[config.mk]
export PLATFORM = sky130hd
export DESIGN_NAME = interrupt_sequencer
export DESIGN_NICKNAME = d
export VERILOG_FILES = /design/src/rtl/interrupt_sequencer_pkg.sv /design/src/rtl/interrupt_sequencer_irq_flag_combiner.sv /design/src/rtl/interrupt_sequencer.sv
export SDC_FILE = /design/constraint.sdc
export NUM_CORES = 1
export LEC_CHECK = 0
export CORE_MARGIN = 2
export CORE_UTILIZATION = 36
export CTS_CLUSTER_DIAMETER = 30
export DETAILED_ROUTE_END_ITERATION = 12
export PLACE_DENSITY = 0.83
export SETUP_SLACK_MARGIN = 0.02
export SLEW_MARGIN = 0
export SYNTH_ARGS = -nofsm -noshare
export SYNTH_HDL_FRONTEND = slang
export SYNTH_SLANG_ARGS = --single-unit
[constraint.sdc]
create_clock -name clk -period 1.8 [get_ports clk]
set_input_delay 0.36 -clock clk [delete_from_list [all_inputs] [get_ports clk]]
set_output_delay 0.36 -clock clk [all_outputs]
set_load 0.005 [all_outputs]
[src/rtl/interrupt_sequencer_pkg.sv]
// Shared definitions for the interrupt sequencer: INTCON bit positions,
// FSM state encodings and irq_source codes.
package interrupt_sequencer_pkg;

    localparam int GIE_BIT  = 7;
    localparam int PEIE_BIT = 6;
    localparam int T0IE_BIT = 5;
    localparam int INTE_BIT = 4;
    localparam int RBIE_BIT = 3;
    localparam int T0IF_BIT = 2;
    localparam int INTF_BIT = 1;
    localparam int RBIF_BIT = 0;

    typedef enum logic [2:0] {
        ST_IDLE    = 3'd0,
        ST_PENDING = 3'd1,
        ST_FLUSH   = 3'd2,
        ST_VECTOR  = 3'd3,
        ST_ISR     = 3'd4
    } irq_state_e;

    localparam logic [2:0] SRC_NONE = 3'd0;
    localparam logic [2:0] SRC_INT  = 3'd1;
    localparam logic [2:0] SRC_TMR0 = 3'd2;
    localparam logic [2:0] SRC_RB   = 3'd3;
    localparam logic [2:0] SRC_PERI = 3'd4;

endpackage

[src/rtl/interrupt_sequencer_irq_flag_combiner.sv]
// Combinational flag combining and fixed-priority source encoding.
// Holds no state; the sequencer registers everything it needs.
module irq_flag_combiner
    import interrupt_sequencer_pkg::*;
(
    input  logic [7:0] intcon,
    input  logic [7:0] pir1,
    input  logic [7:0] pie1,
    output logic       any_flag,
    output logic       pending_d,
    output logic [2:0] src_code
);

    logic int_hit;
    logic t0_hit;
    logic rb_hit;
    logic peri_hit;

    assign int_hit  = intcon[INTE_BIT] & intcon[INTF_BIT];
    assign t0_hit   = intcon[T0IE_BIT] & intcon[T0IF_BIT];
    assign rb_hit   = intcon[RBIE_BIT] & intcon[RBIF_BIT];
    assign peri_hit = intcon[PEIE_BIT] & (|(pie1 & pir1));

    assign any_flag  = int_hit | t0_hit | rb_hit | peri_hit;
    assign pending_d = intcon[GIE_BIT] & any_flag;

    // Priority INT > TMR0 > RB > peripheral.
    always_comb begin
        src_code = SRC_NONE;
        if (int_hit) begin
            src_code = SRC_INT;
        end else if (t0_hit) begin
            src_code = SRC_TMR0;
        end else if (rb_hit) begin
            src_code = SRC_RB;
        end else if (peri_hit) begin
            src_code = SRC_PERI;
        end
    end

endmodule

[src/rtl/interrupt_sequencer.sv]
// Interrupt entry/exit sequencer: waits for an instruction boundary,
// forces NOP for one instruction cycle, vectors, then tracks the ISR.
//
// state      | meaning
// -----------+----------------------------------------------------------
// ST_IDLE    | no interrupt in progress
// ST_PENDING | enabled flag seen, waiting for the next instruction boundary
// ST_FLUSH   | irq_flush held for FLUSH_CYCLES clk (down-counter)
// ST_VECTOR  | one clk: push PC, load vector, clear GIE, latch source
// ST_ISR     | servicing; leave on RETFIE
module interrupt_sequencer
    import interrupt_sequencer_pkg::*;
#(
    parameter logic [12:0] VECTOR_ADDR  = 13'h0004,
    parameter int          FLUSH_CYCLES = 4
) (
    input  logic        clk,
    input  logic        rst,
    input  logic [7:0]  intcon,
    input  logic [7:0]  pir1,
    input  logic [7:0]  pie1,
    input  logic        instr_boundary,
    input  logic        retfie_exec,
    input  logic        sleep_active,
    output logic        irq_flush,
    output logic        irq_push_en,
    output logic [12:0] irq_vector,
    output logic        gie_clr_en,
    output logic        gie_set_en,
    output logic        wake,
    output logic        irq_active,
    output logic [2:0]  irq_source
);

    localparam int CNT_W = (FLUSH_CYCLES > 2) ? $clog2(FLUSH_CYCLES) : 1;
    localparam logic [CNT_W-1:0] CNT_LOAD = CNT_W'(FLUSH_CYCLES - 1);

    irq_state_e       state_q;
    irq_state_e       state_d;
    logic [CNT_W-1:0] cnt_q;
    logic [CNT_W-1:0] cnt_d;
    logic             pending_q;
    logic             wake_cond_q;
    logic             wake_q;
    logic             gie_set_q;
    logic [2:0]       src_q;

    logic             any_flag;
    logic             pending_d;
    logic [2:0]       src_code;
    logic             wake_cond;

    irq_flag_combiner u_flag_combiner (
        .intcon    (intcon),
        .pir1      (pir1),
        .pie1      (pie1),
        .any_flag  (any_flag),
        .pending_d (pending_d),
        .src_code  (src_code)
    );

    assign wake_cond = sleep_active & any_flag;

    // Flag sampling, wake edge detect, RETFIE pulse and source latch.
    always_ff @(posedge clk or negedge rst) begin
        if (!rst) begin
            pending_q   <= 1'b0;
            wake_cond_q <= 1'b0;
            wake_q      <= 1'b0;
            gie_set_q   <= 1'b0;
            src_q       <= SRC_NONE;
        end else begin
            pending_q   <= pending_d;
            wake_cond_q <= wake_cond;
            wake_q      <= wake_cond & ~wake_cond_q;
            gie_set_q   <= retfie_exec;
            if (state_q == ST_VECTOR) begin
                src_q <= src_code;
            end
        end
    end

    // FSM state and flush down-counter.
    always_ff @(posedge clk or negedge rst) begin
        if (!rst) begin
            state_q <= ST_IDLE;
            cnt_q   <= '0;
        end else begin
            state_q <= state_d;
            cnt_q   <= cnt_d;
        end
    end

    // Next-state and per-state outputs; flag inputs reach here only via pending_q.
    always_comb begin
        state_d     = state_q;
        cnt_d       = cnt_q;
        irq_flush   = 1'b0;
        irq_push_en = 1'b0;
        gie_clr_en  = 1'b0;
        irq_active  = 1'b0;
        case (state_q)
            ST_IDLE: begin
                if (pending_q) begin
                    state_d = ST_PENDING;
                end
            end
            ST_PENDING: begin
                if (!pending_q) begin
                    state_d = ST_IDLE;
                end else if (instr_boundary) begin
                    state_d = ST_FLUSH;
                    cnt_d   = CNT_LOAD;
                end
            end
            ST_FLUSH: begin
                irq_flush = 1'b1;
                if (cnt_q == '0) begin
                    state_d = ST_VECTOR;
                end else begin
                    cnt_d = cnt_q - CNT_W'(1);
                end
            end
            ST_VECTOR: begin
                irq_push_en = 1'b1;
                gie_clr_en  = 1'b1;
                state_d     = ST_ISR;
            end
            ST_ISR: begin
                irq_active = 1'b1;
                if (retfie_exec) begin
                    state_d = ST_IDLE;
                end
            end
            default: begin
                state_d = ST_IDLE;
            end
        endcase
    end

    // The source is visible in the vectoring clk itself, then held.
    assign irq_source = (state_q == ST_VECTOR) ? src_code : src_q;
    assign irq_vector = VECTOR_ADDR;
    assign gie_set_en = gie_set_q;
    assign wake       = wake_q;

endmodule

==> flow_metrics.py <==
metrics = {
    "outcome": {
        "status": "complete, but fails checks",
        "violations": "negative setup slack",
    },
    "clocking": {
        "clkSinkCount": 12,
        "clockBufferDepth": 2,
        "path_clk_slew_ps": 70,
        "tritoncts": "done",
        "htreeDepth": 1,
        "cts_buffers": 3,
        "clock_latency_ps": 260,
        "hold_buffers": 0,
        "cts-root-buf": "clkbuf_4",
    },
    "critical_path": {
        "max_stage_delay_ps": 380,
        "crit_slowest_cell": "o41ai_4",
        "endpoint_kind": "output port",
        "critical_path_arrival_ps": 1450,
        "path_max_fanout": 2,
        "crit_type": "in -> out",
        "crit_required_ps": 1440,
        "worst_setup_path_start_kind": "input port",
        "crit_chain": "dlygate4sd2_1 > a22o_1 > o41ai_4 > o21ai_2 > buf_2",
    },
    "yosys": {
        "syn_avg_cell_area_um2": 10.4,
        "async_flop_share_pct": 100,
        "ys_types": 22,
        "synth_top_family_by_area": "compound AO/OA/AOI/OAI gates",
        "synth_compound_area_share_pct": 24.3,
        "synthMuxAreaShare_pct": 0,
        "synth-seq-cells": 12,
        "synth_xor_area_share_pct": 0,
        "syn_area_um2": 709,
        "synthAdderAreaFrac_pct": 1.76,
        "syn_inst": 68,
        "synth_warnings": 0,
        "ys_seq_area_share_pct": 42.3,
        "yosys.area_share.simple_pct": 13.6,
        "synth-edff-count": 0,
        "synthFlopType": "dfrtp_1",
    },
    "route": {
        "postRouteAntennaNets": 0,
        "first_iter_violations": 7,
        "dr.pass1.iters": 4,
        "post-route-drc-count": 0,
        "vias": 698,
        "wire_per_inst_um": 11.0,
        "wl_um": 1710,
        "post_drt_via_cell_ratio": 4.50,
    },
    "floorplanning": {
        "die-area_um2": 2340,
        "die_y_um": 48.4,
        "core_area_um2": 1900,
        "initial_utilization_pct": 37.3,
        "num_io_pins": 51,
        "die_w_um": 48.4,
        "rows": 16,
    },
    "final_layout": {
        "fillCellCount": 164,
        "diodes": 0,
        "final_cell_area_um2": 1230,
        "area_delta_synth_final_pct": 73.9,
        "layout.nets": 160,
        "drive_gt1_share_pct": 29.7,
    },
    "pwr": {
        "irDropWorstVdd_v": 0.000551,
        "power.total_w": 0.00103,
        "p_leak_nw": 0.673,
        "powerDensity_nw_per_um2": 836,
    },
    "timing": {
        "timing.hold.ws_ps": 444,
        "slew_headroom_pct": 64.6,
        "tightest_slew_ps": 530,
        "rsz0062_at_grt": "yes",
        "fin_crit_ps": 1810,
        "fin_skew_ps": 2.99,
        "max_freq_mhz": 552,
        "setup_slack_ps": -10.4,
        "slew_violations": 0,
        "hold_viol": 0,
        "min_period_over_period_pct": 101,
        "setup_viol": 2,
    },
    "global_route": {
        "grt_max_degree": 13,
        "antenna_found_initial": 0,
        "grt_pass1_vias": 692,
        "grt_use_total_pct": 16.0,
        "overflow": 0,
        "grt_pass1_wl_um": 2930,
    },
    "placed_design": {
        "place_area_um2": 1130,
        "dp_hpwl_um": 1380,
        "numPortBuffers": 37,
        "gp_congestion": 0.816,
    },
    "worst_hold_path": {
        "min_path_type": "in -> async",
    },
    "job": {
        "cap_viol_max_count": 0,
    },
}
[final timing paths]
check	from	to	slack, ps	cells past startpoint
max	pir1[0]	irq_source[2]	-10	5
min	rst	wake	440	1
max reg2reg	state_q[2]	src_q[2]	210	9
min reg2reg	src_q[0]	src_q[0]	460	2
max in group asynchronous	rst	gie_set_en	1000	1
min in group clk	src_q[0]	src_q[0]	460	2
[state kept, by name (all words and copies together), names as in the netlist]
name         count
wake             1
cnt_q            2
gie_set_en       1
pending_q        1
wake_cond_q      1
src_q            3
state_q          3
[synth_stat cells, types with 2 or more instances]
cell,count,area [µm²]
nor3b_1,2,15.0
a22o_1,4,35.0
inv_1,4,15.0
nand2_1,5,18.8
nand2b_1,2,12.5
buf_4,14,105
a21boi_1,2,15.0
nand3b_1,3,22.5
conb_1,2,7.51
a21oi_1,4,20.0
a21o_1,3,22.5
a211oi_1,2,15.0
dfrtp_1,12,300
[power by group]
part	internal, W	switching (W)
registers	0.000347	0.0000330
clock network	0.0000772	0.0000755
logic	0.000297	0.000202
[critical path, delay by kind of cell]
kind | cells | cell delay [ps]
buffers and inverters | 2 | 360
AO/OA/AOI/OAI | 3 | 730
[cell families (layout without fill, tap and decap cells)]
kind of cell / count (synthesis) / in the layout
AOI/OAI and AO/OA: 21 / 21
buffers and inverters: 18 / 67
and+or+nand+nor: 14 / 14
DFF: 12 / 12
other: 2 / 13
adders and majority gates: 1 / 1
[per-stage QoR]
stage / setup TNS (ps) / util (%) / std cells / worst slack [ps]
3_3_place_gp: -1310 / 59.5 / 140 / -547
6_report: -15.7 / 64.9 / 155 / -10.4
4_1_cts: -137 / 64.3 / 154 / -54.0
3_5_place_dp: -1430 / 59.5 / 140 / -582
2_1_floorplan: 0 / - / 79 / 305
5_1_grt: -283 / 64.9 / 155 / -121
[layout by cell type (no fill, tap or decap)]
master	count
buf_4	23
dlygate4sd2_1	21
conb_1	13
dfrtp_1	12
clkdlybuf4s50_1	8
nand2_1	5
a22o_1	4
a21oi_1	4
nand3b_1	3
a21o_1	3
inv_1	3
clkbuf_4	3
buf_2	3
o21ai_2	2
a21boi_1	2
nand2b_1	2
a211oi_1	2
clkdlybuf4s15_1	2
dlymetal6s2s_1	2
nor3b_4	1
inv_2	1
a221oi_2	1
a32oi_1	1
a222oi_1	1
o41ai_4	1
nor3b_2	1
nor4b_2	1
and4bb_1	1
ha_1	1
clkbuf_2	1
[what timing repair did]
item / 4_1_cts / 5_1_grt
pin swaps: 8 / 6
endpoints found under the setup margin: 7 / 3
gates resized for setup: 44 / 6
buffers inserted: 11 / 3
[metal layers]
layer	vias to the layer above	track usage [%]	wire length [µm]
li1	341	-	-
met1	325	17.7	648
met2	28	28.7	909
met3	4	5.86	113
met4	0	4.29	35
met5	-	0	0
[final cells by class]
cell class	instances	area, µm²	area share, %
clock buffers	3	22.5	1.83
well taps	27	33.8	2.74
flip-flops and latches	12	300	24.3
repair buffers	60	502	40.7
inverters	4	15.0	1.22
multi-input cells	49	360	29.2
Note: power is estimated with default switching activity, not from simulation.
